[src/rtl/intra_recon_4x4.sv]
// Intra 4x4 reconstruction: joins prediction and residual, adds and clips in a
// two-stage pipeline, and feeds the bottom row / right column back to the neighbour buffers.
module intra_recon_4x4 #(
  parameter int bitDepth = 8,
  parameter int RES_W    = 16
) (
  input  logic                    clk,
  input  logic                    rst,
  input  logic                    bStop,
  input  logic [3:0]              gp_bitDepth,
  input  logic [2:0]              tuSize,
  input  logic                    pred_valid,
  output logic                    pred_ready,
  input  logic [bitDepth*16-1:0]  predSamples,
  input  logic [2:0]              X,
  input  logic [2:0]              Y,
  input  logic                    pred_last,
  input  logic                    res_bypass,
  input  logic                    res_valid,
  output logic                    res_ready,
  input  logic [RES_W*16-1:0]     residual,
  output logic                    rec_valid,
  input  logic                    rec_ready,
  output logic [bitDepth*16-1:0]  recSamples,
  output logic [2:0]              rec_X,
  output logic [2:0]              rec_Y,
  output logic                    rec_last,
  output logic                    tu_done,
  output logic                    nb_row_we,
  output logic [2:0]              nb_row_idx,
  output logic [bitDepth*4-1:0]   nb_row_data,
  output logic                    nb_col_we,
  output logic [2:0]              nb_col_idx,
  output logic [bitDepth*4-1:0]   nb_col_data,
  output logic                    seq_err
);

  localparam int SW = RES_W + 1;
  typedef logic signed [SW-1:0] sum_t;

  function automatic sum_t add_px(input logic [bitDepth-1:0] p, input logic [RES_W-1:0] r,
                                  input logic byp);
    sum_t pe;
    sum_t re;
    pe = sum_t'({1'b0, p});
    re = byp ? '0 : sum_t'($signed(r));
    return pe + re;
  endfunction

  function automatic logic [bitDepth-1:0] clip_px(input sum_t s, input logic bd10);
    logic [31:0] mx;
    mx = (bd10 ? 32'd1023 : 32'd255) & ((32'd1 << bitDepth) - 32'd1);
    if (s[SW-1]) return '0;
    if (32'(s) > mx) return mx[bitDepth-1:0];
    return s[bitDepth-1:0];
  endfunction

  function automatic logic [2:0] nblk_m1(input logic [1:0] ts);
    case (ts)
      2'd0:    return 3'd0;
      2'd1:    return 3'd1;
      2'd2:    return 3'd3;
      default: return 3'd7;
    endcase
  endfunction

  function automatic logic [5:0] last_blk_idx(input logic [1:0] ts);
    case (ts)
      2'd0:    return 6'd0;
      2'd1:    return 6'd3;
      2'd2:    return 6'd15;
      default: return 6'd63;
    endcase
  endfunction

  logic [1:0] ts_in;
  logic       can_acc, accept, s2_adv, rec_fire;

  logic                   s1_v_q, s1_v_d;
  sum_t                   s1_sum_q [16];
  sum_t                   s1_sum_d [16];
  logic [2:0]             s1_x_q, s1_x_d, s1_y_q, s1_y_d;
  logic                   s1_last_q, s1_last_d;
  logic [1:0]             s1_ts_q, s1_ts_d;
  logic                   s1_bd10_q, s1_bd10_d;

  logic                   s2_v_q, s2_v_d;
  logic [bitDepth*16-1:0] s2_pix_q, s2_pix_d;
  logic [2:0]             s2_x_q, s2_x_d, s2_y_q, s2_y_d;
  logic                   s2_last_q, s2_last_d;
  logic [1:0]             s2_ts_q, s2_ts_d;

  logic [5:0]             cnt_q, cnt_d;
  logic                   err_q, err_d;

  logic unused_gp;
  assign unused_gp = ^{gp_bitDepth[3:2], gp_bitDepth[0]};

  assign ts_in = (tuSize > 3'd3) ? 2'd3 : tuSize[1:0];

  // rst gates every handshake so nothing is accepted or emitted in the reset cycle
  assign rec_fire   = s2_v_q & rec_ready & ~bStop & ~rst;
  assign s2_adv     = s1_v_q & (~s2_v_q | rec_fire) & ~bStop & ~rst;
  assign can_acc    = ~rst & ~bStop & (~s1_v_q | s2_adv);
  assign pred_ready = can_acc & (res_bypass | res_valid);
  assign res_ready  = can_acc & pred_valid & ~res_bypass;
  assign accept     = pred_valid & pred_ready;

  always_comb begin
    s1_v_d    = s1_v_q;
    s1_sum_d  = s1_sum_q;
    s1_x_d    = s1_x_q;
    s1_y_d    = s1_y_q;
    s1_last_d = s1_last_q;
    s1_ts_d   = s1_ts_q;
    s1_bd10_d = s1_bd10_q;
    s2_v_d    = s2_v_q;
    s2_pix_d  = s2_pix_q;
    s2_x_d    = s2_x_q;
    s2_y_d    = s2_y_q;
    s2_last_d = s2_last_q;
    s2_ts_d   = s2_ts_q;
    cnt_d     = cnt_q;
    err_d     = err_q;

    if (accept) begin
      s1_v_d = 1'b1;
      for (int k = 0; k < 16; k++) begin
        s1_sum_d[k] = add_px(predSamples[(15-k)*bitDepth +: bitDepth],
                             residual[(15-k)*RES_W +: RES_W], res_bypass);
      end
      s1_x_d    = X;
      s1_y_d    = Y;
      s1_last_d = pred_last;
      s1_ts_d   = ts_in;
      s1_bd10_d = gp_bitDepth[1];
    end else if (s2_adv) begin
      s1_v_d = 1'b0;
    end

    if (s2_adv) begin
      s2_v_d = 1'b1;
      for (int k = 0; k < 16; k++) begin
        s2_pix_d[(15-k)*bitDepth +: bitDepth] = clip_px(s1_sum_q[k], s1_bd10_q);
      end
      s2_x_d    = s1_x_q;
      s2_y_d    = s1_y_q;
      s2_last_d = s1_last_q;
      s2_ts_d   = s1_ts_q;
    end else if (rec_fire) begin
      s2_v_d = 1'b0;
    end

    // counter restarts on every last block so one bad TU does not skew the next
    if (accept) begin
      if (pred_last != (cnt_q == last_blk_idx(ts_in))) err_d = 1'b1;
      cnt_d = pred_last ? 6'd0 : cnt_q + 6'd1;
    end
  end

  always_ff @(posedge clk) begin
    if (rst) begin
      s1_v_q    <= 1'b0;
      for (int k = 0; k < 16; k++) s1_sum_q[k] <= '0;
      s1_x_q    <= '0;
      s1_y_q    <= '0;
      s1_last_q <= 1'b0;
      s1_ts_q   <= '0;
      s1_bd10_q <= 1'b0;
      s2_v_q    <= 1'b0;
      s2_pix_q  <= '0;
      s2_x_q    <= '0;
      s2_y_q    <= '0;
      s2_last_q <= 1'b0;
      s2_ts_q   <= '0;
      cnt_q     <= '0;
      err_q     <= 1'b0;
    end else begin
      s1_v_q    <= s1_v_d;
      s1_sum_q  <= s1_sum_d;
      s1_x_q    <= s1_x_d;
      s1_y_q    <= s1_y_d;
      s1_last_q <= s1_last_d;
      s1_ts_q   <= s1_ts_d;
      s1_bd10_q <= s1_bd10_d;
      s2_v_q    <= s2_v_d;
      s2_pix_q  <= s2_pix_d;
      s2_x_q    <= s2_x_d;
      s2_y_q    <= s2_y_d;
      s2_last_q <= s2_last_d;
      s2_ts_q   <= s2_ts_d;
      cnt_q     <= cnt_d;
      err_q     <= err_d;
    end
  end

  assign rec_valid   = s2_v_q;
  assign recSamples  = s2_pix_q;
  assign rec_X       = s2_x_q;
  assign rec_Y       = s2_y_q;
  assign rec_last    = s2_last_q;
  assign seq_err     = err_q;
  assign tu_done     = rec_fire & s2_last_q;
  assign nb_row_we   = rec_fire & (s2_y_q == nblk_m1(s2_ts_q));
  assign nb_col_we   = rec_fire & (s2_x_q == nblk_m1(s2_ts_q));
  assign nb_row_idx  = s2_x_q;
  assign nb_col_idx  = s2_y_q;
  assign nb_row_data = s2_pix_q[4*bitDepth-1:0];
  assign nb_col_data = {s2_pix_q[12*bitDepth +: bitDepth], s2_pix_q[8*bitDepth +: bitDepth],
                        s2_pix_q[4*bitDepth +: bitDepth],  s2_pix_q[0 +: bitDepth]};

endmodule
[config.mk]
export PLATFORM = sky130hd
export DESIGN_NAME = intra_recon_4x4
export DESIGN_NICKNAME = d
export VERILOG_FILES = /design/src/rtl/intra_recon_4x4.sv
export SDC_FILE = /design/constraint.sdc
export NUM_CORES = 1
export LEC_CHECK = 0
export ABC_CLOCK_PERIOD_IN_PS = 3400
export BUFFER_PORTS_ARGS = -buffer_cell sky130_fd_sc_hd__clkbuf_2
export CORE_AREA = 3 3 237 239
export CTS_CLUSTER_SIZE = 10
export DETAILED_ROUTE_END_ITERATION = 10
export DIE_AREA = 0 0 240 242
export GPL_TIMING_DRIVEN = 0
export HOLD_SLACK_MARGIN = 0.12
export PLACE_DENSITY_LB_ADDON = 0.1
export SLEW_MARGIN = 20
export SYNTH_ARGS = -nofsm -noshare
export SYNTH_HDL_FRONTEND = slang
export SYNTH_SLANG_ARGS = --single-unit
[constraint.sdc]
create_clock -name clk -period 3.4 [get_ports clk]
set_input_delay 0.34 -clock clk [delete_from_list [all_inputs] [get_ports clk]]
set_output_delay 0.34 -clock clk [all_outputs]
set_load 0.005 [all_outputs]
# --- Word-level counts from Yosys, hierarchy flattened ---
# Index checks and enable logic that the tools add are counted.
classes:
  addsub: 17
  n_mul: 0
  n_div: 0
  magnitude_cmp: 17
  n_eq_ne: 8
  shift: 0
  mux: 169
  bitwise_logic: 23
  reduce_logical: 5
ops:
  columns: ["cell", "n"]
  rows:
  - ["$gt A32 B8 Y1 const B", 16]
  - ["$mux W8", 64]
  - ["$add A9 B17 Y17", 16]
  - ["$mux W17", 16]
  - ["$mux W1", 84]
  - ["$pmux W6 S3", 1]
  - ["$and A1 B1 Y1", 15]
  - ["$mux W6", 2]
  - ["$pmux W3 S3", 1]
  - ["$add A6 B1 Y6 const B", 1]
  - ["$eq A3 B3 Y1", 2]
  - ["$eq A6 B6 Y1", 1]
  - ["$not A1 Y1", 5]
  - ["$eq A2 B1 Y1 const B", 2]
  - ["$eq A2 B2 Y1 const B", 2]
  - ["$logic_not A2 Y1", 2]
  - ["$reduce_bool A2 Y1", 2]
  - ["$gt A3 B2 Y1 const B", 1]
  - ["$or A1 B1 Y1", 3]
  - ["$mux W2", 1]
  - ["$reduce_and A2 Y1", 1]
  - ["$ne A1 B1 Y1", 1]
word_totals:
  reg_bits: 427
  latch_bits: 0
  ramBits: 0
  rom_bits: 0
  output_inout_bits: 212
  mem_count: 0

# --- Longest topological paths before layout ---
logic_depth:
  depth_word: 15
  depth_mapped: 16

# --- Worst setup path before layout ---
# OpenSTA, ideal clock, no wires.
synth_path:
  path_type: "in2reg"
  start: "input res_bypass"
  end: "register s1_sum_q[61] in the netlist's numbering"
  setup_ps: 86
  arrival_ps: 3212
  t_required_ps: 3314
  setup_slack_ps: 102
  stages: 15
  n_path_buf: 6
  path_cell_list: "buf_6 > buf_6 > buf_6 > buf_2 > clkbuf_1 > clkbuf_1 > nor2b_1 > ha_1 > fa_1 > a21oi_1 > o21ai_0 > a2111o_1 > nand4b_1 > xnor2_1 > a211oi_1"
synth_between:
  elab_chain_len: 3
  word_cells_on_any_way: 5
synth_rtl:
  columns: ["element", "line_no", "source"]
  rows:
  - ["start, declared", "18", "input logic res_bypass,"]
  - ["parallel branches: the longest is 3 deep, another holds $add A9 B17 Y17", null, null]
  - ["end signal, assigned", "180", "s1_sum_q <= s1_sum_d;"]
  - ["end, declared", "80", "sum_t s1_sum_q [16];"]
# Several ways; the timed one is not identified.
# A chain may end at the register's enable or synchronous reset.

# --- Worst setup path in the final report ---
layout_path:
  start: "input res_bypass"
  end: "register s1_sum_q[28] in the netlist's numbering"
# The elaborated chain is that of the path after synthesis.

==> run_results.csv <==
group,metric,value,unit
outcome,status,"finished, final reports clean",
timing,skew,0.01616,ns
cts,cts.clk_slew.worst_paths,0.06,ns
placement,gp_congestion,0.9369,
cells_and_area,drive_gt1_share,20.84,%
timing,setup_viol,0,
logic_synthesis,syn_inst,3294,
pwr,ir_drop,0.3898,mV
critical_path,r2r-start,"s1_v_q",
placement,dp.cells,4601,
cts,clock_latency,0.60,ns
timing,worstMarginPinSlew,1.269,ns
cts,cts_tree,"built",
critical_path,end_kind,"flip-flop",
cells_and_area,areaGrowthSynthToFinish,24.94,%
timing,slew-limit-headroom,15.38,%
die,die_w,240,um
detailed_routing,wl,106.9,mm
die,die_area,0.05808,mm2
timing,period_share,98.61,%
critical_path,cp_max_fo,28,
global_route,grt_usage,35.14,%
cts,cts.sinks,427,
logic_synthesis,synthAdderAreaFrac,7.601,%
worst_hold_path,hp-start,"residual[63]",
global_route,grt_pass1_wl,154.8,mm
logic_synthesis,ys_ff_latch,427,
placement,hpwlAfterDp,80.44,mm
critical_path,crit_start,"res_bypass",
die,core_area,0.05403,mm2
global_route,antenna_found_initial,22,
logic_synthesis,synthMuxAreaShare,0.6735,%
timing,hold_viol_final,0,
worst_hold_path,hp-class,"in -> reg",
logic_synthesis,synthSimpleGateAreaFrac,27.60,%
critical_path,crit_type,"in -> reg",
detailed_routing,drtIter0Drc,2344,
logic_synthesis,avgSynthCellArea,7.726,um2
logic_synthesis,netlist.top_cell.by_area,"dfxtp_1",
placement,port_buffers,611,
logic_synthesis,synth_area_leaders,"dfxtp_1 (34%), a21oi_1 (6.8%), ha_1 (6.3%)",
cts,h-tree-depth,2,
placement,dpl_cell_area,0.02939,mm2
cts,clk_path_buf_depth,3,
detailed_routing,vias,27260,
logic_synthesis,synth.distinct_cells,88,
logic_synthesis,post-synth-top-count-cell,"dfxtp_1",
timing,finalSetupTns,0,ns
run,maxCapViolCount,0,
global_route,grt_remaining_overflow,0,
logic_synthesis,synth_top_cell_area_share,33.59,%
cts,clockRootBuffer,"clkbuf_16",
cts,cts_made_buffers,51,
die,start_util,47.11,%
cells_and_area,instances_no_fill,4769,
pwr,p_per_area,413.7,mW/mm2
logic_synthesis,yosysWarnings,0,
detailed_routing,wl_per_cell,22.42,um
logic_synthesis,synth_commonest_cells,"dfxtp_1 (427), nor2_1 (399), nand2_1 (358)",
die,num_rows,85,
logic_synthesis,mappedNetlistNets,3844,
logic_synthesis,synth-main-ff-cell,"dfxtp_1",
die,dieHeight,242,um
global_route,grt_pass1_vias,25380,
detailed_routing,dr.pass1.iters,6,
cts,post_cts_buffers,0,
global_route,grt_start_max_net_pins,29,
critical_path,cp.required,3.83,ns
detailed_routing,ant_nets,0,
logic_synthesis,syn_area,0.02545,mm2
logic_synthesis,synth_top_family_by_area,"simple AND/OR/NAND/NOR gates",
die,ios,617,
detailed_routing,vias_per_cell,5.716,
detailed_routing,drcViolationCount,0,
cells_and_area,utilization,58.85,%
timing,rsz0062_at_grt,"yes",
logic_synthesis,yosysSeqAreaShare,33.59,%
critical_path,cp_data_arrival_time,3.78,ns
timing,period_minus_slack,3.353,ns
pwr,p_leak,13.53,nW
timing,fmax,0.2983,GHz
cells_and_area,nNetsFinal,4584,
timing,drv_slew,0,
critical_path,start_kind,"input pin",
logic_synthesis,async_reset_ff_share,0,%
logic_synthesis,synth_compound_area_share,19.51,%
cells_and_area,stdcell_area,0.03180,mm2
logic_synthesis,synth_xor_area_share,5.369,%
logic_synthesis,synth_edf_count,0,
-- registers in the layout, summed over array words and instances, names as in the netlist, 2 cells and up --
name	count
s1_x_q	3
nb_col_idx	3
s1_sum_q	272
cnt_q	6
nb_row_idx	3
recSamples	128
s1_ts_q	2
s2_ts_q	2
s1_y_q	3
-- final timing paths --
| check | end | slack, ns | cells past startpoint |
|---|---|---|---|
| min reg2reg | s1_sum_q[173] | 0.45 | 2 |
| min | s1_sum_q[67] | 0.14 | 4 |
| max | s1_sum_q[28] | 0.05 | 13 |
| max reg2reg | s1_ts_q[0] | 0.32 | 7 |
-- through the flow --
stage	power (mW)	worst slack (ns)	hold WS (ns)
CTS	13.13	0.04155	0.1210
global route	13.61	-0.02671	0.1502
finish	13.15	0.04720	0.1433
global placement	7.887	-1.768	0.4351
floorplan	6.940	0.1022	0.4254
detailed placement	7.894	-1.792	0.4433
-- report_power, final --
part | leakage, nW | internal [mW] | switching (mW)
registers | 3.46 | 5.17 | 0.0890
clock network | 0.731 | 3.03 | 2.17
logic | 9.34 | 1.04 | 1.66
total | 13.5 | 9.24 | 3.92
-- cells in the final DEF (no fill, tap or decap), drive strengths merged, types with 25 or more instances in the layout --
master / instances
o21ai: 160
a21o: 48
nor2b: 177
nor3: 203
nor2: 401
clkbuf: 801
buf: 132
inv: 39
xor2: 44
nor4: 25
and3: 25
xnor2: 112
dfxtp: 427
o21a: 30
ha: 129
dlygate4sd3: 79
a211oi: 54
nand2: 358
a21oi: 347
nand4: 42
nand3: 117
-- routing by layer --
metal  wire, um  vias to the layer above  track usage [%]  part of all wire, %
met5         66                        -                0                0.062
met2      48860                     1258            56.97                   46
li1           -                    13010                -                    -
met4       4406                       12            13.95                  4.1
met1      44180                    12740            45.72                   41
met3       9406                      235            7.161                  8.8
-- repair_timing --
item	in CTS	in global routing
endpoints found under the hold margin	75	0
gates resized for setup	20	8
hold buffers	79	0
setup endpoints to repair	203	19
-- layout make-up --
| type | instances | area (um2) |
|---|---|---|
| diodes | 18 | 45.04 |
| clock buffers | 71 | 1434 |
| repair buffers | 690 | 3849 |
| fillers | 5304 | 22230 |
| clock inverters | 3 | 65.06 |
| multi-input cells | 2573 | 15510 |
| plain buffers | 251 | 1320 |
| flip-flops and latches | 427 | 8548 |
| well taps | 696 | 870.8 |
| inverters | 40 | 153.9 |
-- critical path, stage by stage --
cell and delay, ns:
buf_6 0.21, buf_6 0.24, buf_6 0.34, clkbuf_2 0.43
nor2b_1 0.10, ha_1 0.22, a21o_1 0.18, a21o_1 0.24
a2111oi_4 0.48, o21ai_2 0.17, nand4_1 0.12, dlygate4sd3_1 0.57
a311oi_2 0.09
-- kinds of logic (layout without fill, tap and decap cells) --
family | after synthesis | count (layout)
adder cells (fa/ha/maj) | 145 | 145
AO/OA/AOI/OAI | 790 | 790
other | 0 | 18
XOR/XNOR | 156 | 156
AND/OR/NAND/NOR | 1465 | 1465
flip-flops | 427 | 427
multiplexers | 17 | 17
buffers and inverters | 294 | 1055
(Power assumes the default switching activity.)
